## src/rtl/neuron_accumulator_pkg.sv

```systemverilog
// Shared neural-network definitions: FSM state encoding and product range.
`default_nettype none

package neuron_accumulator_pkg;

  typedef enum logic {
    ACCUM = 1'b0,
    HOLD  = 1'b1
  } state_t;

  localparam int unsigned PROD_MAX = 9;
  // Width of one 2x2-bit product, derived from its largest legal value.
  localparam int unsigned PROD_W = $clog2(PROD_MAX + 1);

endpackage

`default_nettype wire

```

## src/rtl/neuron_accumulator_sat_adder.sv

```systemverilog
// Unsigned accumulator-plus-product adder saturating at 2^ACC_W-1.
`default_nettype none

module sat_adder
  import neuron_accumulator_pkg::*;
#(
  parameter int ACC_W = 8
) (
  input  logic [ACC_W-1:0]  acc,
  input  logic [PROD_W-1:0] operand,
  output logic [ACC_W-1:0]  sum,
  output logic              sat
);

  // One guard bit catches the carry; ACC_W >= PROD_W keeps it sufficient.
  logic [ACC_W:0] full;

  assign full = {1'b0, acc} + (ACC_W + 1)'(operand);
  assign sat  = full[ACC_W];
  assign sum  = sat ? {ACC_W{1'b1}} : full[ACC_W-1:0];

endmodule

`default_nettype wire

```

## src/rtl/neuron_accumulator.sv

```systemverilog
// Sums N_TERMS products per result with saturation, then holds the result
// until downstream accepts it; fires when the sum reaches THRESH.
`default_nettype none

module neuron_accumulator
  import neuron_accumulator_pkg::*;
#(
  parameter int          N_TERMS = 4,
  parameter int          ACC_W   = 8,
  parameter int unsigned THRESH  = 9
) (
  input  logic              clk,
  input  logic              rst,
  input  logic              clear,
  input  logic              in_valid,
  output logic              in_ready,
  input  logic [PROD_W-1:0] in_prod,
  output logic              out_valid,
  input  logic              out_ready,
  output logic [ACC_W-1:0]  out_sum,
  output logic              out_fire,
  output logic              overflow
);

  localparam int CNT_W = $clog2(N_TERMS);
  localparam logic [CNT_W-1:0] LAST = CNT_W'(N_TERMS - 1);

  state_t           state, state_n;
  logic [ACC_W-1:0] acc, acc_n, add_sum;
  logic [CNT_W-1:0] cnt, cnt_n;
  logic             ovf, ovf_n, add_sat;

  sat_adder #(
    .ACC_W(ACC_W)
  ) u_sat_adder (
    .acc    (acc),
    .operand(in_prod),
    .sum    (add_sum),
    .sat    (add_sat)
  );

  always_ff @(posedge clk) begin
    if (rst) begin
      state <= ACCUM;
      acc   <= '0;
      cnt   <= '0;
      ovf   <= 1'b0;
    end else begin
      state <= state_n;
      acc   <= acc_n;
      cnt   <= cnt_n;
      ovf   <= ovf_n;
    end
  end

  always_comb begin
    state_n   = state;
    acc_n     = acc;
    cnt_n     = cnt;
    ovf_n     = ovf;
    in_ready  = 1'b0;
    out_valid = 1'b0;
    case (state)
      ACCUM: begin
        in_ready = 1'b1;
        // Clear takes priority; a product offered alongside it is dropped.
        if (clear) begin
          acc_n = '0;
          cnt_n = '0;
          ovf_n = 1'b0;
        end else if (in_valid) begin
          acc_n = add_sum;
          ovf_n = ovf | add_sat;
          if (cnt == LAST) begin
            cnt_n   = '0;
            state_n = HOLD;
          end else begin
            cnt_n = cnt + 1'b1;
          end
        end
      end
      HOLD: begin
        out_valid = 1'b1;
        if (out_ready) begin
          acc_n   = '0;
          cnt_n   = '0;
          ovf_n   = 1'b0;
          state_n = ACCUM;
        end
      end
      default: state_n = ACCUM;
    endcase
  end

  // The accumulator doubles as the result register while in HOLD.
  assign out_sum  = acc;
  assign overflow = ovf;
  assign out_fire = (32'(acc) >= THRESH);

endmodule

`default_nettype wire
```

## config.mk

```make
export PLATFORM = sky130hd
export DESIGN_NAME = neuron_accumulator
export DESIGN_NICKNAME = d
export VERILOG_FILES = /design/src/rtl/neuron_accumulator_pkg.sv /design/src/rtl/neuron_accumulator_sat_adder.sv /design/src/rtl/neuron_accumulator.sv
export SDC_FILE = /design/constraint.sdc
export NUM_CORES = 1
export LEC_CHECK = 0
export ABC_AREA = 1
export BUFFER_PORTS_ARGS = -buffer_cell sky130_fd_sc_hd__buf_4
export CORE_UTILIZATION = 30
export CTS_CLUSTER_SIZE = 12
export DETAILED_ROUTE_END_ITERATION = 7
export SKIP_LAST_GASP = 1
export SLEW_MARGIN = 20
export SYNTH_ARGS = -nofsm -noshare
export SYNTH_HDL_FRONTEND = slang
export SYNTH_HIERARCHICAL = 1
export SYNTH_SLANG_ARGS = --single-unit
```

## constraint.sdc

```tcl
create_clock -name clk -period 1.6 [get_ports clk]
set_input_delay 0.16 -clock clk [delete_from_list [all_inputs] [get_ports clk]]
set_output_delay 0.16 -clock clk [all_outputs]
set_load 0.01 [all_outputs]
```

# Word level (Yosys, flattened, before mapping)
# Index checks and enable logic that the tools add are counted.
# W data, S select, Z words.
[classes]
n_bitwise = 2
muxes = 21
add_sub_neg = 2
magnitude_cmp = 1
reduce_logical = 1
n_eq_ne = 3
[ops]
columns = ["cell", "count"]
rows = [
  ["$mux W8", 4],
  ["$pmux W8 S2", 1],
  ["$add A8 B4 Y9", 1],
  ["$mux W1", 9],
  ["$ge A8 B4 Y1 const B", 1],
  ["$mux W2", 4],
  ["$pmux W1 S2", 2],
  ["$pmux W2 S2", 1],
  ["$ne A3 B3 Y1 const B", 1],
  ["$add A2 B1 Y2 const B", 1],
  ["$eq A2 B2 Y1 const B", 1],
  ["$ne A2 B2 Y1 const B", 1],
  ["$reduce_and A2 Y1", 1],
  ["$not A1 Y1", 1],
  ["$or A1 B1 Y1", 1],
]
[word_totals]
ff_bits = 12
in_bits = 9
output_inout_bits = 12
elab_cells = 34

# Longest topological paths before layout
# Gate-level depths: netlist (run 1).
[logic_depth]
ltp_word = 5
ltp_mapped = 11
ltp_nobuf = 11

# Hierarchy
# The synthesis (run 1) kept the hierarchy.
[by_module_without_submodules]
columns = ["module", "area_per_inst_um2", "cells_each", "seq_area_each_um2", "instances"]
rows = [
  ["neuron_accumulator", 591.8, 88, 240.2, 1],
  ["sat_adder", 297.8, 53, 0.0, 1],
]

# Worst setup path before layout (run 1)
# Ideal clock, no wire load.
[synth_path]
kind = "reg-to-reg"
from = "reg acc[0], in the netlist out_sum[0]"
to = "reg acc[1], in the netlist out_sum[1]"
setup_time_ps = 115
stages_incl_launch_ff = 12
period_less_slack_ps = 1816
required_ps = 1485
path_slack_ps = -216
t_arrival_ps = 1701
path_buffers = 0
cell_sequence = "dfxtp_1 -> ha_1 -> fa_1 -> nand3_1 -> nand2_2 -> nand2_2 -> inv_2 -> or2_1 -> nand2_1 -> nand3_1 -> nand2_1 -> nor2_1"
[synth_via]
elab_chain_len = 5
[synth_lines]
columns = ["item", "line", "text"]
rows = [
  ["from (decl)", "neuron_accumulator.sv:29", "logic [ACC_W-1:0] acc, acc_n, add_sum;"],
  ["from (signal assigned)", "neuron_accumulator.sv:50", "acc <= acc_n;"],
  ["$add A8 B4 Y9", "neuron_accumulator_sat_adder.sv:18", "assign full = {1'b0, acc} + (ACC_W + 1)'(operand);"],
  ["named net add_sat", "neuron_accumulator.sv:31", "logic ovf, ovf_n, add_sat;"],
  ["$mux W8", "neuron_accumulator_sat_adder.sv:20", "assign sum = sat ? {ACC_W{1'b1}} : full[ACC_W-1:0];"],
  ["named net add_sum[1]", "neuron_accumulator.sv:29", ""],
  ["$mux W8", "neuron_accumulator.sv:71", "end else if (in_valid) begin"],
  ["$mux W8", "neuron_accumulator.sv:67", "if (clear) begin"],
  ["$pmux W8 S2", "neuron_accumulator.sv:63", "case (state)"],
]
# The timed path passes the listed nets, and every way through them passes these cells. The select of a mux whose other input is x is not followed.
# A chain may end at the register's enable or synchronous reset.

# Worst setup path in the final report (run 1)
[layout_path]
from = "reg acc[0], in the netlist out_sum[0]"
to = "reg acc[0], in the netlist out_sum[0]"
# Same word-level chain as after synthesis.

==> results.md, run 1 <==
- Row Count: 19
- Reg clk slew, reported paths: 0.09 ns
- Fmax: 588.1 MHz
- Critical path startpoint category: register
- Run status: finished, violations left
- Post-Syn Instances: 141
- Pint: 594.6 uW
- Syn. warnings: 6
- Cell area after layout: 1291 um^2
- Setup ws final: -0.1004 ns
- Worst Path Buf+Inv: 1
- Placed cell area: 1152 um^2
- Final Skew: 0.002865 ns
- All-Layer GR Usage: 15.07%
- Clock Tree Buf Depth: 2
- IO buf count: 20
- Routed WL: 2401 um
- HPWL Detailed: 1668 um
- Drt pass-1 iters: 4
- RSZ-0062 raised after global routing: true
- Most Crowded Layer GR: met2
- TritonCTS Buffers: 3
- LEAKAGE: 0.0006672 uW
- Critical Path Start: out_sum[0]$_SDFFE_PP0P_
- Final Hold Viols: 0
- Fillcell total: 289
- Global-route wire length before repair: 3795 um
- Library cells used by synthesis: 22
- Share of the synthesized area in the top cell type: 27.00%
- Via/cell ratio: 4.990
- Met3 Use GR: 2.535%
- Setup TNS: -0.4822 ns
- Vias in the first global route: 886
- Power share of the combinational group: 32.4%
- Fin crit share: 106.3%
- CTS sink count: 12
- DRC violations left: 0
- Arr. time, crit path: 1.88 ns
- Die H: 56.46 um
- Most frequent cells in the layout: 36 x nand2_1, 36 x buf_4, 19 x nand3_1
- CP Max Fanout: 5
- Nets: 192
- Clk pwr share: 29.3%
- Skew-Pair Late Insertion Delay: 0.28 ns
- Failing checks: negative setup slack
- Layout cell share with drive strength beyond 1: 34.09%
- Root buffer cell: clkbuf_4
- Antenna-violating nets left: 0
- R2R Path Start: out_sum[0]$_SDFFE_PP0P_
- Antenna violations before repair: 0
- Crit-path max cell delay: 0.37 ns
- Antenna Cells: 0
- Nature of the critical path endpoint: register
- Sw Share: 31.95%
- Syn_nets: 156
- Sequential fraction of design power: 38.3%
- Worst min path class: input port to register
- Gpl congestion: 0.7821
- Slew HR: 73.51%
- Sw Pwr: 279.2 uW
- Worst Tran Pin Value: 0.3960 ns
- Layout area overhead: 45.15%
- Minimum clock period: 1.700 ns
- Post-Syn Area: 889.6 um^2
- Starting Density: 31.98%
- TritonCTS clock tree: built
- Hold path startpoint: in_valid
- Max VDD drop: 0.3764 mV
- Kind of critical path: register to register
- Seq/Total Area, Yosys: 27.00%
- Leading area contributor after synthesis: dfxtp_1
- CP Data Required Time: 1.78 ns
- Slowest CP cell: fa_2
- Max_cap viols: 0
- # IOs: 21
- Die Width: 56.46 um
- GRT met2 Usage: 24.20%
- Global-route met1 utilization: 19.86%
- Final Slew Violations: 0
- Grt total ovfl: 0
- Core Area: 2781 um^2
- Final Setup Violations: 8
- Initial DRC Count: 21
- Hold buffer count at CTS: 0
- Delay-heaviest family, CP: simple AND/OR/NAND/NOR gates
- Avg Inst Size Synth: 6.309 um^2
- H-tree lvl count: 1
- Flops & latches, synth: 12
- Critical Path, Cell by Cell: ha_4, fa_2, nand3_4, nand2_4, nand2_4, inv_2, or2_1, nand2_1, nand3_1, nand2_1, nor2_1
- Largest net degree at the start of global routing: 24
- Vias: 1033
- Cell Pwr Density: 676.7 nW/um^2
- Drt wl/cell: 11.60 um
- Ranking of synthesized cells by area: dfxtp_1 27%, nand2_1 16%, nand3_1 12%
- Die ar.: 3187 um^2
-- layout make-up --
class,instances,area (um^2),area share (%)
Tap cell,31,38.79,3.004
Multi-Input combinational cell,110,638.1,49.42
Inverter,13,48.80,3.779
Clock buffer,4,36.28,2.810
Sequential cell,12,247.7,19.19
Timing Repair Buffer,37,281.5,21.80
-- synth_stat cells --
master and count:
buf_2 3, or2_1 2, nand3b_1 1, dfxtp_1 12, nor2_1 16, inv_2 2
nor3b_1 1, nor2_2 1, buf_4 3, nand3_1 22, nand4_1 1, nor3_2 1
ha_1 5, inv_1 11, nand2_2 3, o31ai_1 1, fa_1 1, a21oi_2 1
nand2_1 37, o21ai_0 3, a21oi_1 13, or2_2 1
-- metal layers --
metal  share of wire, %  vias to the layer above  wire (um)
li1                   -                      530          -
met5                  0                        -          0
met4                1.0                        0         25
met3                4.9                        4        117
met1                 46                      472       1098
met2                 48                       27       1161
-- through the flow --
step | worst slack [ns] | total power (uW) | instances | util [%] | hold WS, ns
after floorplan | -0.03464 | 496.3 | 141 | - | 0.3044
after global placement | -0.06900 | 587.5 | 197 | 41.43 | 0.4347
after detailed placement | -0.1226 | 594.1 | 197 | 41.43 | 0.4393
after CTS | -0.08902 | 856.9 | 205 | 43.81 | 0.1379
after global routing | -0.2144 | 928.0 | 207 | 46.42 | 0.1590
final | -0.1004 | 873.8 | 207 | 46.42 | 0.1422
-- state kept, by name, summed over array words and instances (netlist names) --
signal,count
out_sum,8
state,1
cnt,2
overflow,1
-- cells by family after synthesis --
group,Yosys count,synth area share (%)
buffers and inverters,19,9.704
AND/OR/NAND/NOR,86,43.18
AO/OA/AOI/OAI,18,10.83
adder cells (fa/ha/maj),6,9.283
flip-flops,12,27.00
-- tightest hold or removal path: stages --
cell	delay (ns)
buf_4	0.11
nand2_1	0.05
a21oi_1	0.05
-- repair_timing --
action,CTS,global route
buffers inserted,4,2
resized for setup,0,13
setup endpoints to repair,8,9
pin swaps,3,5
cloned,0,0
-- path summary, 6_finish.rpt --
| path | depth (start not counted) | slack, ns | end |
|---|---|---|---|
| setup / recovery | 11 | -0.10 | out_sum[0]$_SDFFE_PP0P_ |
| hold / removal | 3 | 0.14 | state$_SDFF_PP0_ |
| setup reg to reg | 11 | -0.10 | out_sum[0]$_SDFFE_PP0P_ |
| hold reg to reg | 2 | 0.45 | overflow$_SDFFE_PP0P_ |
-- power groups by stage --
stage | logic [uW] | registers [uW] | clock network [uW]
after global routing | 315 | 337 | 275
after floorplan | 144 | 352 | 0
after global placement | 247 | 340 | 0
final | 283 | 334 | 256
after CTS | 257 | 335 | 265
after detailed placement | 252 | 342 | 0
Power figures use the tool's default switching activity.
==> inputs of run 2 (changes only) <==
- ABC_AREA: 1 -> not set
==> run 2 against run 1 <==
  * The run still ends with negative setup slack left
  * Area after synthesis shrank 18%
  * Critical endpoint is now out_sum[7]$_SDFFE_PP0P_
  * Die area is 17% lower
  * Global-route usage is 0.94 points higher
==> results.md, run 2 <==
- CTS sink count: 12
- Antenna-violating nets left: 0
- Leading area contributor after synthesis: dfxtp_1
- H-tree lvl count: 1
- DRC violations left: 0
- WHS Path Cells: 2
- Reg2Reg Depth: 7
- Cell area after layout: 1115 um^2
- Die H: 51.40 um
- Flip-flop count of the largest register after layout: 8
- Ranking of synthesized cells by area: dfxtp_1 33%, a22o_1 11%, ha_1 8.5%
- Placed Instances: 134
- Max_cap viols: 0
- Commonest non-fill, non-tap cell in the layout: buf_4
- Synth Flop Type: dfxtp_1
- Nature of the critical path endpoint: register
- Core Area: 2255 um^2
- Critical Path Start: out_sum[0]$_SDFFE_PP0P_
- Fmax: 586.5 MHz
- IO buf count: 20
- Global-route wire length before repair: 3091 um
- Post-synth EDFFs: 0
- Slew HR: 74.49%
- Root buffer cell: clkbuf_4
- CP Data Required Time: 1.77 ns
- Post-synth ARST share: 0%
- Post-Syn Area: 732.0 um^2
- Post-Synth XOR/XNOR Area: 2.393%
- Power Total: 653.4 uW
- Flops & latches, synth: 12
- Gpl congestion: 0.7910
- Final Hold Viols: 0
- Via/cell ratio: 5.126
- Drt pass-1 iters: 4
- Final Setup Violations: 7
- Avg Inst Size Synth: 9.384 um^2
- Placed cell area: 1002 um^2
- Hold buffer count at CTS: 0
- Synth top cells by count: 12 x dfxtp_1, 9 x a22o_1, 7 x nand2_1
- Antenna Cells: 0
- Clk pwr share: 31.4%
- Arr. time, crit path: 1.88 ns
- RSZ-0062 raised after global routing: true
- Sequential fraction of design power: 47.4%
- Clock Tree Buf Depth: 2
- Vias in the first global route: 692
- Final Skew: 0.004104 ns
- CP Max Fanout: 2
- Setup ws final: -0.1052 ns
- Reg clk slew, reported paths: 0.08 ns
- R2R Setup Slk: -0.11 ns
- Die ar.: 2641 um^2
- Worst min path class: input port to register
- Seq/Total Area, Yosys: 32.82%
- Hold path startpoint: rst
- Grt total ovfl: 0
- TritonCTS clock tree: built
- Fraction of the mapped netlist area in adder cells: 11.28%
- Vias: 733
- Starting Density: 32.46%
- Main combinational cell family by area after synthesis: compound AO/OA/AOI/OAI gates
- Power share of the combinational group: 21.2%
- Max VDD drop: 0.4273 mV
- Sw Share: 26.46%
- Layout cell share with drive strength beyond 1: 46.96%
- Cell Pwr Density: 586.1 nW/um^2
- Fin cells: 143
- HPWL Detailed: 1311 um
- Post-synthesis mux area share: 2.906%
- Critical path startpoint category: register
- Pint: 480.6 uW
- Count leader, synth: dfxtp_1
- Fin crit share: 106.6%
- Worst Tran Pin Value: 0.3826 ns
- Failing checks: negative setup slack
- Kind of critical path: register to register
- Die Width: 51.40 um
- Skew-Pair Late Insertion Delay: 0.28 ns
- Compound-Gate Fraction of Synth Area: 28.55%
- Post-Syn Instances: 78
- R2R Path Start: out_sum[0]$_SDFFE_PP0P_
- Drt wl/cell: 12.97 um
- Initial DRC Count: 11
- All-Layer GR Usage: 16.01%
- Library cells used by synthesis: 32
- TritonCTS Buffers: 3
- Syn_nets: 93
- Syn. warnings: 6
- Antenna violations before repair: 0
- # IOs: 21
- Layout area overhead: 52.31%
- Final Slew Violations: 0
- Run status: finished, violations left
- Most frequent cells in the layout: 35 x buf_4, 10 x dfxtp_1, 9 x a22o_1
- Row Count: 17
- Nets: 131
- Simple-gate area share of the yosys netlist: 17.44%
- Sw Pwr: 172.9 uW
- Routed WL: 1855 um
- Minimum clock period: 1.705 ns
- Largest net degree at the start of global routing: 10
- LEAKAGE: 0.0005016 uW
- Placement Setup Slack: -0.1373 ns
- Share of the synthesized area in the top cell type: 32.82%
- Final Util: 49.45%
run 2: cell families after synthesis:
group,count (synthesis)
adders and majority gates,6
AOI/OAI and AO/OA,28
buffers and inverters,5
xor gates and xnor gates,2
and+or+nand+nor,23
muxes,2
DFF,12
run 2: what timing repair did:
action / CTS / global route
setup endpoints to repair: 7 / 9
gates cloned: 0 / 0
pin swaps: 4 / 2
buffers inserted: 3 / 2
resized for setup: 3 / 3
hold endpoints to repair: 0 / 0
run 2: per-stage QoR:
step / hold slack [ns] / TNS (ns)
floorplan: 0.2291 / -0.1678
global placement: 0.3573 / -0.3782
detailed placement: 0.3586 / -0.4987
CTS: 0.05469 / -0.2063
global route: 0.04881 / -0.9400
finish: 0.06001 / -0.2743
run 2: power groups by stage:
stage / logic, uW / registers, uW / clock network [uW]
6_report: 138 / 310 / 205
3_3_place_gp: 121 / 316 / 0
5_1_grt: 152 / 311 / 237
2_1_floorplan: 62.9 / 320 / 0
4_1_cts: 129 / 309 / 213
3_5_place_dp: 123 / 316 / 0
run 2: critical path, cell delays in order, from the launching register on:
cell	delay, ns
dfxtp_4	0.36
ha_4	0.15
fa_2	0.34
nand3_2	0.08
and2_4	0.15
nand3_2	0.07
o31a_1	0.24
a22o_1	0.21
run 2: area by class of cell:
| class | instances | area (um^2) |
|---|---|---|
| Sequential cell | 12 | 247.7 |
| Tap cell | 28 | 35.03 |
| Inverter | 3 | 11.26 |
| Timing Repair Buffer | 35 | 262.8 |
| Multi-Input combinational cell | 61 | 531.8 |
| Clock buffer | 4 | 26.28 |
| Fill cell | 225 | 1140 |
run 2: layer usage:
| layer | vias to the layer above | wire length, um | GRT usage [%] | part of all wire [%] |
|---|---|---|---|---|
| met1 | 342 | 854 | 19.78 | 46 |
| met3 | 4 | 108 | 6.250 | 5.8 |
| li1 | 367 | - | - | - |
| met5 | - | 0 | 0 | 0 |
| met4 | 0 | 29 | 5.405 | 1.6 |
| met2 | 20 | 861 | 25.11 | 46 |
run 2: final timing paths:
path / endpoint
max: out_sum[7]$_SDFFE_PP0P_
min: out_sum[6]$_SDFFE_PP0P_
max reg2reg: out_sum[7]$_SDFFE_PP0P_
min reg2reg: overflow$_SDFFE_PP0P_
==> inputs of run 3 (changes only) <==
- CAP_MARGIN: not set -> 20
- clock period: 1.6 -> 2.11 ns (I/O delays scaled with it)
==> run 3 against run 2 <==
  * The run now ends clean
  * Combinational power fell by 49%
  * Clock power fell by 9%
  * Register-to-register slack improved by 0.25 ns
  * Wire length fell by 14%
  * Sequential share of layout area rose by 3.6 points
  * Critical endpoint unchanged
==> results.md, run 3 (synthesized netlist as in run 2, its figures left out) <==
- Hold buffer count at CTS: 0
- Critical Path, Cell by Cell: ha_1, fa_1, nand3_1, and2_1, nand3_1, o31a_1, a22o_1
- Clk pwr share: 37.7%
- H-tree lvl count: 1
- Slew HR: 75.95%
- Cell mode on critical path: nand3_1
- RSZ-0062 raised after global routing: false
- Crit-path max cell delay: 0.41 ns
- Flip-flop count of the largest register after layout: 8
- Routed WL: 1601 um
- LEAKAGE: 0.0004312 uW
- Drt pass-1 iters: 4
- Sw Share: 24.31%
- Power share of the combinational group: 14.3%
- Power Total: 493.6 uW
- Clock Tree Buf Depth: 2
- Antenna violations before repair: 0
- Worst Tran Pin Value: 0.3607 ns
- TritonCTS clock tree: built
- Final Slew Violations: 0
- Final Util: 41.29%
- Critical path startpoint category: register
- Max_cap viols: 0
- Nets: 116
- CTS resizes: 0
- Root buffer cell: clkbuf_4
- # IOs: 21
- Nature of the critical path endpoint: register
- CP Max Fanout: 4
- Commonest non-fill, non-tap cell in the layout: buf_4
- Initial DRC Count: 13
- Antenna Cells: 0
- Setup TNS: 0 ns
- Reg clk slew, reported paths: 0.08 ns
- Fmax: 508.6 MHz
- Cell Pwr Density: 530.2 nW/um^2
- Kind of critical path: register to register
- R2R Setup Slk: 0.14 ns
- Minimum clock period: 1.966 ns
- Skew-Pair Late Insertion Delay: 0.27 ns
- Post-CTS Setup Bufs: 0
- Fin crit share: 93.19%
- Row Count: 17
- Pint: 373.6 uW
- Die ar.: 2641 um^2
- Most frequent cells in the layout: 20 x buf_4, 12 x dfxtp_1, 9 x a22o_1
- Max VDD drop: 0.2867 mV
- Drt wl/cell: 12.51 um
- Sw Pwr: 120.0 uW
- CTS sink count: 12
- Starting Density: 32.46%
- Layout area overhead: 27.18%
- Final Hold Viols: 0
- Via/cell ratio: 5.133
- Worst min path class: input port to register
- Antenna-violating nets left: 0
- Layout cell share with drive strength beyond 1: 28.00%
- Global-route wire length before repair: 2525 um
- Slowest CP cell: fa_1
- TritonCTS Buffers: 3
- Vias: 657
- DRC violations left: 0
- HPWL Detailed: 1198 um
- Largest net degree at the start of global routing: 10
- CP Data Required Time: 2.28 ns
- Gpl congestion: 0.8646
- Die H: 51.40 um
- Sequential fraction of design power: 48.0%
- Die Width: 51.40 um
- Core Area: 2255 um^2
- Final Skew: 0.002721 ns
- All-Layer GR Usage: 13.07%
- Arr. time, crit path: 2.14 ns
- Grt total ovfl: 0
- Final Setup Violations: 0
- IO buf count: 20
- Vias in the first global route: 581
- Run status: finished clean
run 3: cell types whose count changed in the layout (fill, tap and decap cells not counted), sizes merged:
cell / change
buf: -15
run 3: path summary, 6_finish.rpt:
check / cells past startpoint / startpoint / endpoint
max reg2reg: 7 / out_sum[0]$_SDFFE_PP0P_ / out_sum[7]$_SDFFE_PP0P_
min reg2reg: 2 / overflow$_SDFFE_PP0P_ / overflow$_SDFFE_PP0P_
min: 2 / rst / out_sum[6]$_SDFFE_PP0P_
max: 7 / out_sum[0]$_SDFFE_PP0P_ / out_sum[7]$_SDFFE_PP0P_
run 3: area by class of cell:
cell class                 count  area (um^2)
sequential                    12        240.2
clock buffer                   4        36.28
timing repair buffer          20        150.1
multi-input combinational     61        457.9
inverter                       3        11.26
fill                         227         1324
tap                           28        35.03
run 3: per-layer routing:
layer  wire [um]  vias to the layer above  track usage, %  part of all wire, %
li1            -                      332               -                    -
met1         731                      293           17.14                   46
met2         723                       30           19.91                   45
met3         134                        2           4.464                  8.4
met4          12                        0           4.054                 0.75
met5           0                        -               0                    0
run 3: worst max-delay path: cells and delay by family, from the launching register on:
kind / cells / cell delay [ns]
adders and majority gates: 2 / 0.65
AOI/OAI and AO/OA: 2 / 0.49
and+or+nand+nor: 3 / 0.39
DFF: 1 / 0.34
run 3: power by group through the flow:
| stage | clock, uW | combinational [uW] | sequential, uW |
|---|---|---|---|
| final | 186 | 70.5 | 237 |
| after global routing | 208 | 78.9 | 238 |
| after CTS | 191 | 70.8 | 237 |
| after detailed placement | 0 | 70.0 | 242 |
| after global placement | 0 | 70.4 | 242 |
| after floorplan | 0 | 44.2 | 243 |
run 3: per-stage QoR:
stage	cell area (um^2)	cells	hold WS (ns)	setup slack, ns
global route	930.9	128	0.1090	0.01685
detailed placement	894.6	124	0.4113	0.1384
floorplan	732.0	78	0.2801	0.2225
finish	930.9	128	0.1162	0.1436
global placement	894.6	124	0.4104	0.2022
CTS	930.9	128	0.1121	0.1379
